File: src/rtl/hub75_scan_ctrl_if.sv
// Signal bundle between hub75_scan_ctrl, its pixel_generator and the HUB75 panel.
// SCAN_DIMMING_EN adds the brightness input.
interface hub75_scan_ctrl_if #(
  parameter int COLS = 32,
  parameter int ROWS = 8
);
  localparam int CW = $clog2(COLS);
  localparam int RW = $clog2(ROWS);

  logic          enable;
  logic [CW-1:0] col_count;
  logic [RW-1:0] row_count;
  logic [2:0]    LED_Top;
  logic [2:0]    LED_Bottom;
  logic [2:0]    rgb_top;
  logic [2:0]    rgb_bot;
  logic          panel_clk;
  logic          panel_lat;
  logic          panel_oe_n;
  logic [RW-1:0] panel_addr;
  logic          frame_start;
`ifdef SCAN_DIMMING_EN
  logic [3:0]    brightness;
`endif

  modport master (
    input  enable, LED_Top, LED_Bottom,
`ifdef SCAN_DIMMING_EN
    input  brightness,
`endif
    output col_count, row_count, rgb_top, rgb_bot, panel_clk, panel_lat,
           panel_oe_n, panel_addr, frame_start
  );

  modport slave (
    output enable, LED_Top, LED_Bottom,
`ifdef SCAN_DIMMING_EN
    output brightness,
`endif
    input  col_count, row_count, rgb_top, rgb_bot, panel_clk, panel_lat,
           panel_oe_n, panel_addr, frame_start
  );
endinterface

File: src/rtl/hub75_scan_ctrl.sv
// Row-pair scan controller for a 32x16 HUB75 panel: shift, blank, latch, light.
// Optional SCAN_DIMMING_EN limits the lit columns per row via bus.brightness.
//
// state | meaning
// IDLE  | not scanning, panel dark, waits for enable
// SHIFT | clocking one row pair out, previous latched row lit
// BLANK | panel dark before the latch
// LATCH | one-cycle latch strobe, address update
module hub75_scan_ctrl #(
  parameter int COLS         = 32,
  parameter int ROWS         = 8,
  parameter int CLK_DIV      = 4,
  parameter int BLANK_CYCLES = 2
) (
  input  logic               clk,
  input  logic               reset_n,
  hub75_scan_ctrl_if.master  bus
);
  localparam int CW   = $clog2(COLS);
  localparam int RW   = $clog2(ROWS);
  localparam int TMAX = (2*CLK_DIV > BLANK_CYCLES) ? 2*CLK_DIV : BLANK_CYCLES;
  localparam int TW   = $clog2(TMAX);

  // Tick is a down-counter: tick = 2*CLK_DIV-1-t within a column.
  localparam logic [TW-1:0] TICK_TOP  = TW'(2*CLK_DIV - 1);
  localparam logic [TW-1:0] TICK_RGB  = TW'(2*CLK_DIV - 2);
  localparam logic [TW-1:0] HALF      = TW'(CLK_DIV);
  localparam logic [TW-1:0] BLANK_TOP = TW'(BLANK_CYCLES - 1);
  localparam logic [CW-1:0] LAST_COL  = CW'(COLS - 1);
  localparam logic [RW-1:0] LAST_ROW  = RW'(ROWS - 1);

  typedef enum logic [1:0] {IDLE, SHIFT, BLANK, LATCH} state_t;

  state_t        state_q, state_d;
  logic [TW-1:0] tick_q, tick_d;
  logic [CW-1:0] col_q, col_d;
  logic [RW-1:0] row_q, row_d;
  logic          lit_q, lit_d;
  logic [2:0]    rgb_top_q, rgb_top_d;
  logic [2:0]    rgb_bot_q, rgb_bot_d;
  logic          pclk_q, pclk_d;
  logic          lat_q, lat_d;
  logic          oe_n_q, oe_n_d;
  logic [RW-1:0] addr_q, addr_d;
  logic          fs_q, fs_d;
  logic          on_col;
`ifdef SCAN_DIMMING_EN
  logic [3:0]    bright_q, bright_d;
  logic [31:0]   on_cols;
`endif

  always_comb begin
    state_d   = state_q;
    tick_d    = tick_q;
    col_d     = col_q;
    row_d     = row_q;
    lit_d     = lit_q;
    rgb_top_d = rgb_top_q;
    rgb_bot_d = rgb_bot_q;
    addr_d    = addr_q;
`ifdef SCAN_DIMMING_EN
    bright_d  = bright_q;
    on_cols   = 32'd0;
`endif

    case (state_q)
      IDLE: begin
        if (bus.enable) begin
          state_d = SHIFT;
          tick_d  = TICK_TOP;
          col_d   = '0;
        end
      end
      SHIFT: begin
        if (tick_q == TICK_RGB) begin
          rgb_top_d = bus.LED_Top;
          rgb_bot_d = bus.LED_Bottom;
        end
        if (tick_q == '0) begin
          if (col_q == LAST_COL) begin
            state_d = BLANK;
            tick_d  = BLANK_TOP;
          end else begin
            col_d  = col_q + CW'(1);
            tick_d = TICK_TOP;
          end
        end else begin
          tick_d = tick_q - TW'(1);
        end
      end
      BLANK: begin
        if (tick_q == '0) state_d = LATCH;
        else              tick_d  = tick_q - TW'(1);
      end
      LATCH: begin
        row_d   = (row_q == LAST_ROW) ? '0 : row_q + RW'(1);
        col_d   = '0;
        tick_d  = TICK_TOP;
        lit_d   = 1'b1;
`ifdef SCAN_DIMMING_EN
        bright_d = bus.brightness;
`endif
        state_d = bus.enable ? SHIFT : IDLE;
      end
      default: state_d = IDLE;
    endcase

`ifdef SCAN_DIMMING_EN
    on_cols = ((32'(bright_d) + 32'd1) * 32'(COLS)) >> 4;
    on_col  = (32'(col_d) < on_cols);
`else
    on_col  = 1'b1;
`endif

    // Outputs are derived from next state so they line up with the state register.
    pclk_d = (state_d == SHIFT) && (tick_d < HALF);
    lat_d  = (state_d == LATCH);
    oe_n_d = !((state_d == SHIFT) && lit_d && on_col);
    fs_d   = (state_d == SHIFT) && (state_q != SHIFT) && (row_d == '0);
    if (state_d == LATCH) addr_d = row_d;
  end

  always_ff @(posedge clk) begin
    if (!reset_n) begin
      state_q   <= IDLE;
      tick_q    <= '0;
      col_q     <= '0;
      row_q     <= '0;
      lit_q     <= 1'b0;
      rgb_top_q <= '0;
      rgb_bot_q <= '0;
      pclk_q    <= 1'b0;
      lat_q     <= 1'b0;
      oe_n_q    <= 1'b1;
      addr_q    <= '0;
      fs_q      <= 1'b0;
`ifdef SCAN_DIMMING_EN
      bright_q  <= 4'hF;
`endif
    end else begin
      state_q   <= state_d;
      tick_q    <= tick_d;
      col_q     <= col_d;
      row_q     <= row_d;
      lit_q     <= lit_d;
      rgb_top_q <= rgb_top_d;
      rgb_bot_q <= rgb_bot_d;
      pclk_q    <= pclk_d;
      lat_q     <= lat_d;
      oe_n_q    <= oe_n_d;
      addr_q    <= addr_d;
      fs_q      <= fs_d;
`ifdef SCAN_DIMMING_EN
      bright_q  <= bright_d;
`endif
    end
  end

  assign bus.col_count   = col_q;
  assign bus.row_count   = row_q;
  assign bus.rgb_top     = rgb_top_q;
  assign bus.rgb_bot     = rgb_bot_q;
  assign bus.panel_clk   = pclk_q;
  assign bus.panel_lat   = lat_q;
  assign bus.panel_oe_n  = oe_n_q;
  assign bus.panel_addr  = addr_q;
  assign bus.frame_start = fs_q;
endmodule

File: src/flat_wrapper.sv
// flat-port wrapper written by rule: the top's interface ports become plain ports
module hub75_scan_ctrl_flat 
#(
  parameter int COLS         = 32,
  parameter int ROWS         = 8,
  parameter int CLK_DIV      = 4,
  parameter int BLANK_CYCLES = 2
)
  (clk, reset_n, bus_enable, bus_LED_Top, bus_LED_Bottom, bus_col_count, bus_row_count, bus_rgb_top, bus_rgb_bot, bus_panel_clk, bus_panel_lat, bus_panel_oe_n, bus_panel_addr, bus_frame_start);
  hub75_scan_ctrl_if #(.COLS(COLS), .ROWS(ROWS)) bus_i ();
  input  logic clk;
  input  logic reset_n;
  input wire logic [$bits(bus_i.enable)-1:0] bus_enable;
  input wire logic [$bits(bus_i.LED_Top)-1:0] bus_LED_Top;
  input wire logic [$bits(bus_i.LED_Bottom)-1:0] bus_LED_Bottom;
  output wire logic [$bits(bus_i.col_count)-1:0] bus_col_count;
  output wire logic [$bits(bus_i.row_count)-1:0] bus_row_count;
  output wire logic [$bits(bus_i.rgb_top)-1:0] bus_rgb_top;
  output wire logic [$bits(bus_i.rgb_bot)-1:0] bus_rgb_bot;
  output wire logic [$bits(bus_i.panel_clk)-1:0] bus_panel_clk;
  output wire logic [$bits(bus_i.panel_lat)-1:0] bus_panel_lat;
  output wire logic [$bits(bus_i.panel_oe_n)-1:0] bus_panel_oe_n;
  output wire logic [$bits(bus_i.panel_addr)-1:0] bus_panel_addr;
  output wire logic [$bits(bus_i.frame_start)-1:0] bus_frame_start;
  assign bus_i.enable = bus_enable;
  assign bus_i.LED_Top = bus_LED_Top;
  assign bus_i.LED_Bottom = bus_LED_Bottom;
  assign bus_col_count = bus_i.col_count;
  assign bus_row_count = bus_i.row_count;
  assign bus_rgb_top = bus_i.rgb_top;
  assign bus_rgb_bot = bus_i.rgb_bot;
  assign bus_panel_clk = bus_i.panel_clk;
  assign bus_panel_lat = bus_i.panel_lat;
  assign bus_panel_oe_n = bus_i.panel_oe_n;
  assign bus_panel_addr = bus_i.panel_addr;
  assign bus_frame_start = bus_i.frame_start;
  hub75_scan_ctrl #(.COLS(COLS), .ROWS(ROWS), .CLK_DIV(CLK_DIV), .BLANK_CYCLES(BLANK_CYCLES)) u_core (.clk(clk), .reset_n(reset_n), .bus(bus_i));
endmodule
File: config.mk
export PLATFORM = sky130hd
export DESIGN_NAME = hub75_scan_ctrl_flat
export DESIGN_NICKNAME = d
export VERILOG_FILES = /design/src/rtl/hub75_scan_ctrl_if.sv /design/src/rtl/hub75_scan_ctrl.sv /design/src/flat_wrapper.sv
export SDC_FILE = /design/constraint.sdc
export NUM_CORES = 1
export LEC_CHECK = 0
export ABC_AREA = 1
export CAP_MARGIN = 20
export CELL_PAD_IN_SITES_DETAIL_PLACEMENT = 0
export CELL_PAD_IN_SITES_GLOBAL_PLACEMENT = 1
export CORE_UTILIZATION = 39
export CTS_BUF_LIST = sky130_fd_sc_hd__clkbuf_4
export CTS_CLUSTER_DIAMETER = 30
export DETAILED_ROUTE_END_ITERATION = 16
export GPL_ROUTABILITY_DRIVEN = 0
export PLACE_DENSITY = 0.91
export SLEW_MARGIN = 10
export SYNTH_ARGS = -nofsm -noshare
export SYNTH_HDL_FRONTEND = slang
export SYNTH_SLANG_ARGS = --single-unit
File: constraint.sdc
create_clock -name clk -period 4.5 [get_ports clk]
set_clock_uncertainty 0.15 [all_clocks]
set_input_delay 1.35 -clock clk [delete_from_list [all_inputs] [get_ports clk]]
set_output_delay 1.35 -clock clk [all_outputs]
set_load 0.05 [all_outputs]
* Word-level counts from Yosys, hierarchy flattened
Index checks and enable logic that the tools add are counted.
Cells by class: multiplexer cells 18, add/sub/neg operators 3, reduce and logical (&&, ||, !) cells 11, equality and inequality tests 12, $lt $le $gt $ge 1
Operator list (count):
- 3-bit two-way mux | 6
- 5-bit two-way mux | 3
- 5-bit one-hot mux with 3 select lines | 1
- 3-bit one-hot mux with 4 select lines | 1
- 2-bit two-way mux | 4
- 2-bit one-hot mux with 4 select lines | 1
- 2-bit equality test (second input constant) | 3
- 3-bit equality test (second input constant) | 2
- 3-bit zero test | 2
- 5-bit by 1-bit adder with 5-bit output (second input constant) | 1
- 5-bit equality test (second input constant) | 1
- 2-bit by 1-bit equality test with 1-bit output (second input constant) | 2
- 1-bit logical AND | 4
- 2-bit by 1-bit != test with 1-bit output (second input constant) | 2
- 2-bit != test (second input constant) | 2
- 4-bit AND reduction | 1
- 3-bit by 1-bit adder with 3-bit output (second input constant) | 1
- 3-bit less-than comparator (second input constant) | 1
- 3-bit nonzero test | 1
- 3-bit by 1-bit subtractor with 3-bit output (second input constant) | 1
- 2-bit zero test | 1
- 1-bit two-way mux | 2
- 2-bit AND reduction | 1
- 1-bit zero test | 1
Storage, ports and cells: bits of input ports 9, word-level logic and storage cells 57, output and inout port bits 21, register bits 27

* Depth between registers and ports, before layout
Gate-level depths: netlist (run 1).
word-level depth 7, mapped depth 11, depth with buffers taken out 11

* Least setup slack after synthesis (run 1)
Ideal clock, no wire load.
kind register to output, from register u_core.col_q[0], in the netlist u_core.bus.col_count[0], to output bus_col_count[0], path buffers 0, required time 3.000 ns, arrival 0.667 ns, slack 2.333 ns, stages on the path, launching flop included 1, cells stage by stage dfxtp_1
RTL lines:
- from (decl) | RTL line hub75_scan_ctrl.sv:36 | logic [CW-1:0] col_q, col_d;
- from (signal assigned) | RTL line hub75_scan_ctrl.sv:143 | col_q <= col_d;
- to (decl) | RTL line flat_wrapper.sv:16 | output wire logic [$bits(bus_i.col_count)-1:0] bus_col_count;
No word-level cell between the ends.

* Worst setup path after layout (run 1)
from register u_core.col_q[0], in the netlist u_core.bus.col_count[0], to output bus_col_count[0]
No word-level cell between the ends.

==> impl_metrics.ini, run 1 <==
[critical_path]
worstPathMaxFanout = 5
start_kind = register
crit_buf_inv = 1
critPathArrivalTime_ns = 1.59
crit_family = buffers and inverters
max_stage_delay_ns = 0.83
crit_type = register to output pin
slowest_stage = clkdlybuf4s50_1
crit_chain = clkdlybuf4s50_1
critPathCaptureType = output pin
required_ns = 3.00

[global_routing]
antenna_found_initial = 0
grt-ovfl-total = 0
grt_max_degree = 17
first_global_vias = 1081
grt_use_total = 0.170
grt_pass1_wl_mm = 4.47

[pwr]
ir_drop_mv = 0.137
power_density_nw_per_um2 = 279
power_leakage_nw = 0.709

[sta]
layout_setup_ws_ns = 1.41
fmax_mhz = 324
slew_headroom = 0.650
hold_violations = 0
setup_viol = 0
period_minus_slack_ns = 3.09
setup-tns-final_ns = 0
hold_ws_ns = 0.331
finalMaxSlewViolations = 0
rsz0062_at_grt = false
worstMarginPinSlew_ns = 0.523
period_share = 0.687

[yosys]
synth_area_leader_cell = dfxtp_1
synth_ff_type = dfxtp_1
synth_enable_flop_cells = 0
netlist_area_um2 = 1250
async_flop_share = 0
yosys_warnings = 0
yosysMostFrequentCell = nand2_1
synthesis.nets = 184
synth.ff_latch_count = 27
postSynthCellCount = 168
synthTopCellsByArea = dfxtp_1, nand2_1, nor2_1, ha_1, nand4_1
synth_top_area_share = 0.432
synth-seq-area-share = 0.432
yosysUniqueCellTypes = 24
synth_common_cells = nand2_1, nor2_1, dfxtp_1
avgSynthCellArea_um2 = 7.44

[floorplan]
fp.coreArea_um2 = 3050
rows = 20
start_util = 0.409
die_x_um = 58.6
die_h_um = 58.6
boundaryPins = 30
die_area_um2 = 3440

[final_layout]
nFillCells = 324
multi_input_comb_area_um2 = 633
layout.nets = 217
syn2layout_area_growth_pct = 29.7
diodes = 0
seq_area_um2 = 541
instances_no_fill = 244
drive_above_1_share = 0.110

[clocking]
postCtsSetupBuffers = 0
cts_sinks = 27
clockBufferDepth = 2
path_clk_slew_ns = 0.14
cts_hold_buf = 0
post_cts_resized = 0
cts_tree = done
cts_root_buf = clkbuf_4
htreeDepth = 1
numCtsBuffers = 3
clk_latency_ns = 0.32

[route]
wl_per_cell_um = 10.8
vias = 1149
drtIter0Drc = 58
drt_pass1_iterations = 4
via_per_inst = 4.71
wl_mm = 2.64
antenna_left = 0
drc = 0

[placed_design]
place_ws_ns = 1.38
port_buffers = 29
dp.cells = 240
hpwl_mm = 2.10

[run_status]
status = completed

[job]
maxCapViolCount = 0

[worst_hold_path]
min-delay-path-class = register to register
metrics by stage:
| stage | utilization | power, mW | area (um2) |
|---|---|---|---|
| 5_1_grt | 0.531 | 0.478 | 1620 |
| 3_5_place_dp | 0.521 | 0.351 | 1590 |
| 6_report | 0.531 | 0.452 | 1620 |
| 3_3_place_gp | 0.521 | 0.350 | 1590 |
| 4_1_cts | 0.531 | 0.460 | 1620 |
| 2_1_floorplan | - | 0.323 | 1250 |
area by class of cell:
type,instances,share of cell area
multi-input cells,122,0.390
flip-flops and latches,27,0.333
repair buffers,29,0.179
inverters,18,0.0448
well taps,44,0.0340
clock buffers,4,0.0185
layout by cell type, fill, tap and decap left out, types with 2 or more instances in the layout:
cell / count
clkbuf_4: 4
o21ai_1: 7
nor2_1: 30
o21ai_0: 7
clkdlybuf4s50_1: 29
a21oi_1: 6
dfxtp_1: 27
nand3_1: 6
nand4_1: 6
nand2_2: 4
nor2_2: 3
a22oi_1: 2
nor3_1: 2
nand2_1: 36
inv_2: 7
inv_1: 9
ha_1: 7
logic make-up (layout without fill, tap and decap cells):
family | Yosys count | in the layout | share of synthesized area
buffers and inverters | 19 | 51 | 0.0611
xor gates and xnor gates | 1 | 1 | 0.00701
AOI/OAI and AO/OA | 25 | 25 | 0.117
adders and majority gates | 7 | 7 | 0.0701
and+or+nand+nor | 89 | 89 | 0.312
DFF | 27 | 27 | 0.432
worst paths after layout:
check	from	to	slack (ns)	depth (start not counted)
worst max-delay path	u_core.bus.col_count[0]	bus_col_count[0]	1.41	1
worst min-delay path	u_core.lit_q	u_core.lit_q	0.33	2
worst max register to register	u_core.bus.col_count[0]	u_core.tick_q[1]	2.62	9
worst min register to register	u_core.lit_q	u_core.lit_q	0.33	2
layer usage:
metal / global-route usage / part of all wire / up-vias
met4: 0.0714 / 0.0072 / 0
met3: 0.0220 / 0.033 / 2
met2: 0.263 / 0.46 / 21
met1: 0.238 / 0.49 / 519
met5: 0 / 0 / -
li1: - / - / 607
worst min-delay path, stage by stage, from the launching register on:
cell     delay (ns)
dfxtp_1        0.33
inv_1          0.06
a21oi_1        0.06
where the power goes:
part / total [mW] / internal, mW / switching [mW] / leakage, nW
clock network: 0.106 / 0.0406 / 0.0655 / 0.0184
logic: 0.0914 / 0.0330 / 0.0585 / 0.471
registers: 0.254 / 0.248 / 0.00681 / 0.220
total: 0.452 / 0.321 / 0.131 / 0.709
registers in the layout, summed over array words and instances, names as in the netlist:
| name | flops |
|---|---|
| u_core.bus.panel_oe_n | 1 |
| u_core.bus.frame_start | 1 |
| u_core.bus.rgb_top | 3 |
| u_core.lit_q | 1 |
| u_core.bus.rgb_bot | 3 |
| u_core.bus.row_count | 3 |
| u_core.bus.panel_clk | 1 |
| u_core.tick_q | 3 |
| u_core.bus.col_count | 5 |
| u_core.bus.panel_lat | 1 |
| u_core.bus.panel_addr | 3 |
| u_core.state_q | 2 |
(Power assumes the default switching activity.)
==> run 2: changes to the inputs <==
Settings changed: CORE_UTILIZATION 39 to 33, PLACE_DENSITY 0.91 to 0.82.
Clock period 4.5 ns to 2.6 ns, I/O delays scaled along.
==> run 2 against run 1 <==
  * Non-clock buffer count is 1 higher
  * Combinational power is 74% higher
  * Total power is 73% higher
  * Register-to-register slack worse by 1.9 ns
  * Global-route usage is 2.3 points lower
  * Via count is 2.2% higher
  * Design area is 0.62% higher
  * Highest routed layer unchanged
==> impl_metrics.ini, run 2 (same netlist as run 1, synthesis figures left out) <==
[run_status]
status = completed

[floorplan]
fp.coreArea_um2 = 3470
die_x_um = 63.5
rows = 21
start_util = 0.360
boundaryPins = 30
die_area_um2 = 4040
die_h_um = 63.5

[critical_path]
slowest_stage = clkdlybuf4s50_1
critPathArrivalTime_ns = 1.58
crit_buf_inv = 1
crit_family = buffers and inverters
crit_chain = clkdlybuf4s50_1
crit_type = register to output pin
max_stage_delay_ns = 0.83
worstPathMaxFanout = 5
start_kind = register
ff2ff_setup_slack_ns = 0.76
required_ns = 1.67
critPathCaptureType = output pin

[final_layout]
layout.nets = 218
nFillCells = 357
most-common-layout-cells = nand2_1, nor2_1, clkdlybuf4s50_1
layout_commonest_cell = nand2_1
diodes = 0
final_util = 0.470
syn2layout_area_growth_pct = 30.5
drive_above_1_share = 0.114
largest_reg_flops = 5

[route]
via_per_inst = 4.75
wl_per_cell_um = 11.2
drt_pass1_iterations = 4
wl_mm = 2.78
drc = 0
antenna_left = 0
vias = 1174
drtIter0Drc = 35

[sta]
period_share = 0.966
slew_headroom = 0.658
setup-tns-final_ns = 0
setup_viol = 0
hold_ws_ns = 0.318
hold_violations = 0
finalMaxSlewViolations = 0
rsz0062_at_grt = false
worstMarginPinSlew_ns = 0.512
fmax_mhz = 398
period_minus_slack_ns = 2.51

[global_routing]
gr-usage-met2 = 0.237
first_global_vias = 1117
grt_use_total = 0.146
busiest_layer = met2
grt_pass1_wl_mm = 4.77
grt-ovfl-total = 0
use_met3 = 0.0181
grt_max_degree = 16
antenna_found_initial = 0
use_met1 = 0.199

[pwr]
p_clk_frac = 0.234
switchingPower_mw = 0.226
power_density_nw_per_um2 = 480
seqPwrFrac = 0.564
p_int_mw = 0.557
power_leakage_nw = 0.713
power_mw = 0.783
swShare = 0.288
comb_power_share = 0.203
ir_drop_mv = 0.207

[clocking]
cts_tree = done
path_clk_slew_ns = 0.14
htreeDepth = 1
post_cts_resized = 0
numCtsBuffers = 3
cts_root_buf = clkbuf_4
clockBufferDepth = 2
postCtsSetupBuffers = 0
cts_hold_buf = 0
cts_sinks = 27
clk_latency_ns = 0.31

[placed_design]
port_buffers = 29
hpwl_mm = 2.19

[worst_hold_path]
min-delay-path-class = register to register

[job]
maxCapViolCount = 0
[run 2: cell types whose count changed in the layout (fill, tap and decap cells not counted), sizes merged]
cell  before  now
buf        0    1
[run 2: metal layers]
metal,part of all wire,vias to the layer above
met4,0.0086,0
met2,0.46,18
met3,0.031,2
met5,0,-
li1,-,614
met1,0.50,540
[run 2: path summary, 6_finish.rpt]
path / from / endpoint / depth (start not counted)
setup / recovery: u_core.bus.col_count[0] / bus_col_count[0] / 1
hold / removal: u_core.lit_q / u_core.lit_q / 2
setup reg to reg: u_core.bus.col_count[0] / u_core.tick_q[1] / 9
hold reg to reg: u_core.lit_q / u_core.lit_q / 2
[run 2: worst register-to-register path, cell delays in order, from the launching register on]
cell	delay [ns]
dfxtp_1	0.44
ha_1	0.19
nand2_1	0.07
nor2_1	0.13
ha_1	0.18
nor2_1	0.05
nand2_1	0.20
nand2_2	0.13
nor3_1	0.15
nor2_1	0.06
[run 2: final cells by class]
type | instances | area (um2) | area share
multi-input combinational | 122 | 633 | 0.388
sequential | 27 | 541 | 0.331
timing repair buffer | 30 | 298 | 0.183
inverter | 18 | 72.6 | 0.0445
tap | 46 | 57.6 | 0.0353
clock buffer | 4 | 30.0 | 0.0184
[run 2: power by group through the flow]
| stage | combinational [mW] | sequential [mW] | clock [mW] |
|---|---|---|---|
| 6_report | 0.159 | 0.441 | 0.183 |
| 5_1_grt | 0.176 | 0.444 | 0.206 |
| 4_1_cts | 0.160 | 0.441 | 0.190 |
| 3_5_place_dp | 0.159 | 0.451 | 0 |
| 3_3_place_gp | 0.158 | 0.450 | 0 |
| 2_1_floorplan | 0.0815 | 0.477 | 0 |
[run 2: stage by stage]
stage | instance area, um2 | worst slack (ns) | std cells
2_1_floorplan | 1250 | 0.593 | 168
3_3_place_gp | 1600 | 0.439 | 243
3_5_place_dp | 1600 | 0.400 | 243
4_1_cts | 1630 | 0.0750 | 247
5_1_grt | 1630 | 0.0301 | 247
6_report | 1630 | 0.0890 | 247
==> run 3: changes to the inputs <==
Settings changed: CELL_PAD_IN_SITES_DETAIL_PLACEMENT 0 to 1, CORE_UTILIZATION 33 to 36, PLACE_DENSITY 0.82 to 0.85.
Clock period 2.6 ns to 2.8 ns, I/O delays scaled along.
==> run 3 against run 2 <==
  * Combinational power shrank 3%
  * Design area is 0.15% lower
  * Critical endpoint unchanged
  * First-iteration DRC count rose by 17%
  * Worst hold slack improved by 0.0022 ns
  * Routed wire length grew 26%
  * Critical path type unchanged
  * Clock power fell by 7%
  * Sequential power down 7.0%
==> impl_metrics.ini, run 3 (same netlist as run 1, synthesis figures left out) <==
[sta]
fmax_mhz = 382
worstMarginPinSlew_ns = 0.519
finalMaxSlewViolations = 0
slew_headroom = 0.653
setup_viol = 0
period_share = 0.934
hold_violations = 0
setup-tns-final_ns = 0
period_minus_slack_ns = 2.61
rsz0062_at_grt = false

[final_layout]
final_util = 0.488
largest_reg_flops = 5
drive_above_1_share = 0.114
diodes = 0
layout_commonest_cell = nand2_1
syn2layout_area_growth_pct = 30.3
most-common-layout-cells = nand2_1, nor2_1, clkdlybuf4s50_1
nFillCells = 448
layout.nets = 218

[floorplan]
rows = 21
fp.coreArea_um2 = 3340
die_h_um = 60.9
die_area_um2 = 3710
start_util = 0.375
boundaryPins = 30
die_x_um = 60.9

[route]
vias = 1229
drc = 0
wl_per_cell_um = 14.2
via_per_inst = 4.98
drt_pass1_iterations = 4
antenna_left = 0
wl_mm = 3.51
drtIter0Drc = 41

[placed_design]
hpwl_mm = 2.78
port_buffers = 29

[clocking]
post_cts_resized = 0
cts_tree = done
cts_root_buf = clkbuf_4
postCtsSetupBuffers = 0
htreeDepth = 1
path_clk_slew_ns = 0.15
clk_latency_ns = 0.33
cts_sinks = 27
cts_hold_buf = 0
numCtsBuffers = 3
clockBufferDepth = 2

[job]
maxCapViolCount = 0

[critical_path]
critPathCaptureType = output pin
worstPathMaxFanout = 5
slowest_stage = clkdlybuf4s50_1
start_kind = register
max_stage_delay_ns = 0.84
critPathArrivalTime_ns = 1.62
crit_buf_inv = 1
crit_chain = clkdlybuf4s50_1
crit_family = buffers and inverters
crit_type = register to output pin
required_ns = 1.81

[pwr]
power_leakage_nw = 0.713
power_mw = 0.735
ir_drop_mv = 0.182
power_density_nw_per_um2 = 451

[global_routing]
grt_pass1_wl_mm = 5.64
grt-ovfl-total = 0
antenna_found_initial = 0
first_global_vias = 1254
grt_use_total = 0.208
grt_max_degree = 16

[worst_hold_path]
min-delay-path-class = register to register

[run_status]
status = completed
run 3: cell types whose count changed in the layout (fill, tap and decap cells not counted):
cell and delta:
clkbuf_4 -1, clkinv_2 +1
run 3: final cells by class:
type | instances | area [um2] | area share
tap | 46 | 57.6 | 0.0353
clock inverter | 1 | 5.00 | 0.00307
sequential | 27 | 541 | 0.332
timing repair buffer | 30 | 298 | 0.183
inverter | 18 | 72.6 | 0.0445
clock buffer | 3 | 22.5 | 0.0138
multi-input combinational | 122 | 633 | 0.389
run 3: through the flow:
| stage | std cells | cell area, um2 | worst slack [ns] | hold WS, ns |
|---|---|---|---|---|
| 4_1_cts | 247 | 1630 | 0.173 | 0.323 |
| 3_3_place_gp | 243 | 1600 | 0.590 | 0.295 |
| 3_5_place_dp | 243 | 1600 | 0.548 | 0.303 |
| 6_report | 247 | 1630 | 0.185 | 0.321 |
| 2_1_floorplan | 168 | 1250 | 0.793 | 0.286 |
| 5_1_grt | 247 | 1630 | 0.115 | 0.353 |
run 3: where the power goes:
part	internal [mW]	switching, mW	total [mW]	leakage (nW)
combinational	0.0544	0.101	0.155	0.475
sequential	0.398	0.0118	0.410	0.220
clock	0.0536	0.116	0.170	0.0177
total	0.506	0.229	0.735	0.713
run 3: worst paths after layout:
check,from,end,slack (ns),cells after the start
max reg2reg,u_core.bus.col_count[0],u_core.tick_q[1],0.87,9
min reg2reg,u_core.lit_q,u_core.lit_q,0.32,2
max,u_core.bus.col_count[0],bus_col_count[0],0.19,1
min,u_core.lit_q,u_core.lit_q,0.32,2
run 3: metal layers:
layer / up-vias / wire [um] / track usage
met5: - / 0 / 0
met4: 0 / 59 / 0.0682
met2: 34 / 1920 / 0.408
li1: 610 / - / -
met1: 578 / 1400 / 0.227
met3: 7 / 130 / 0.0256
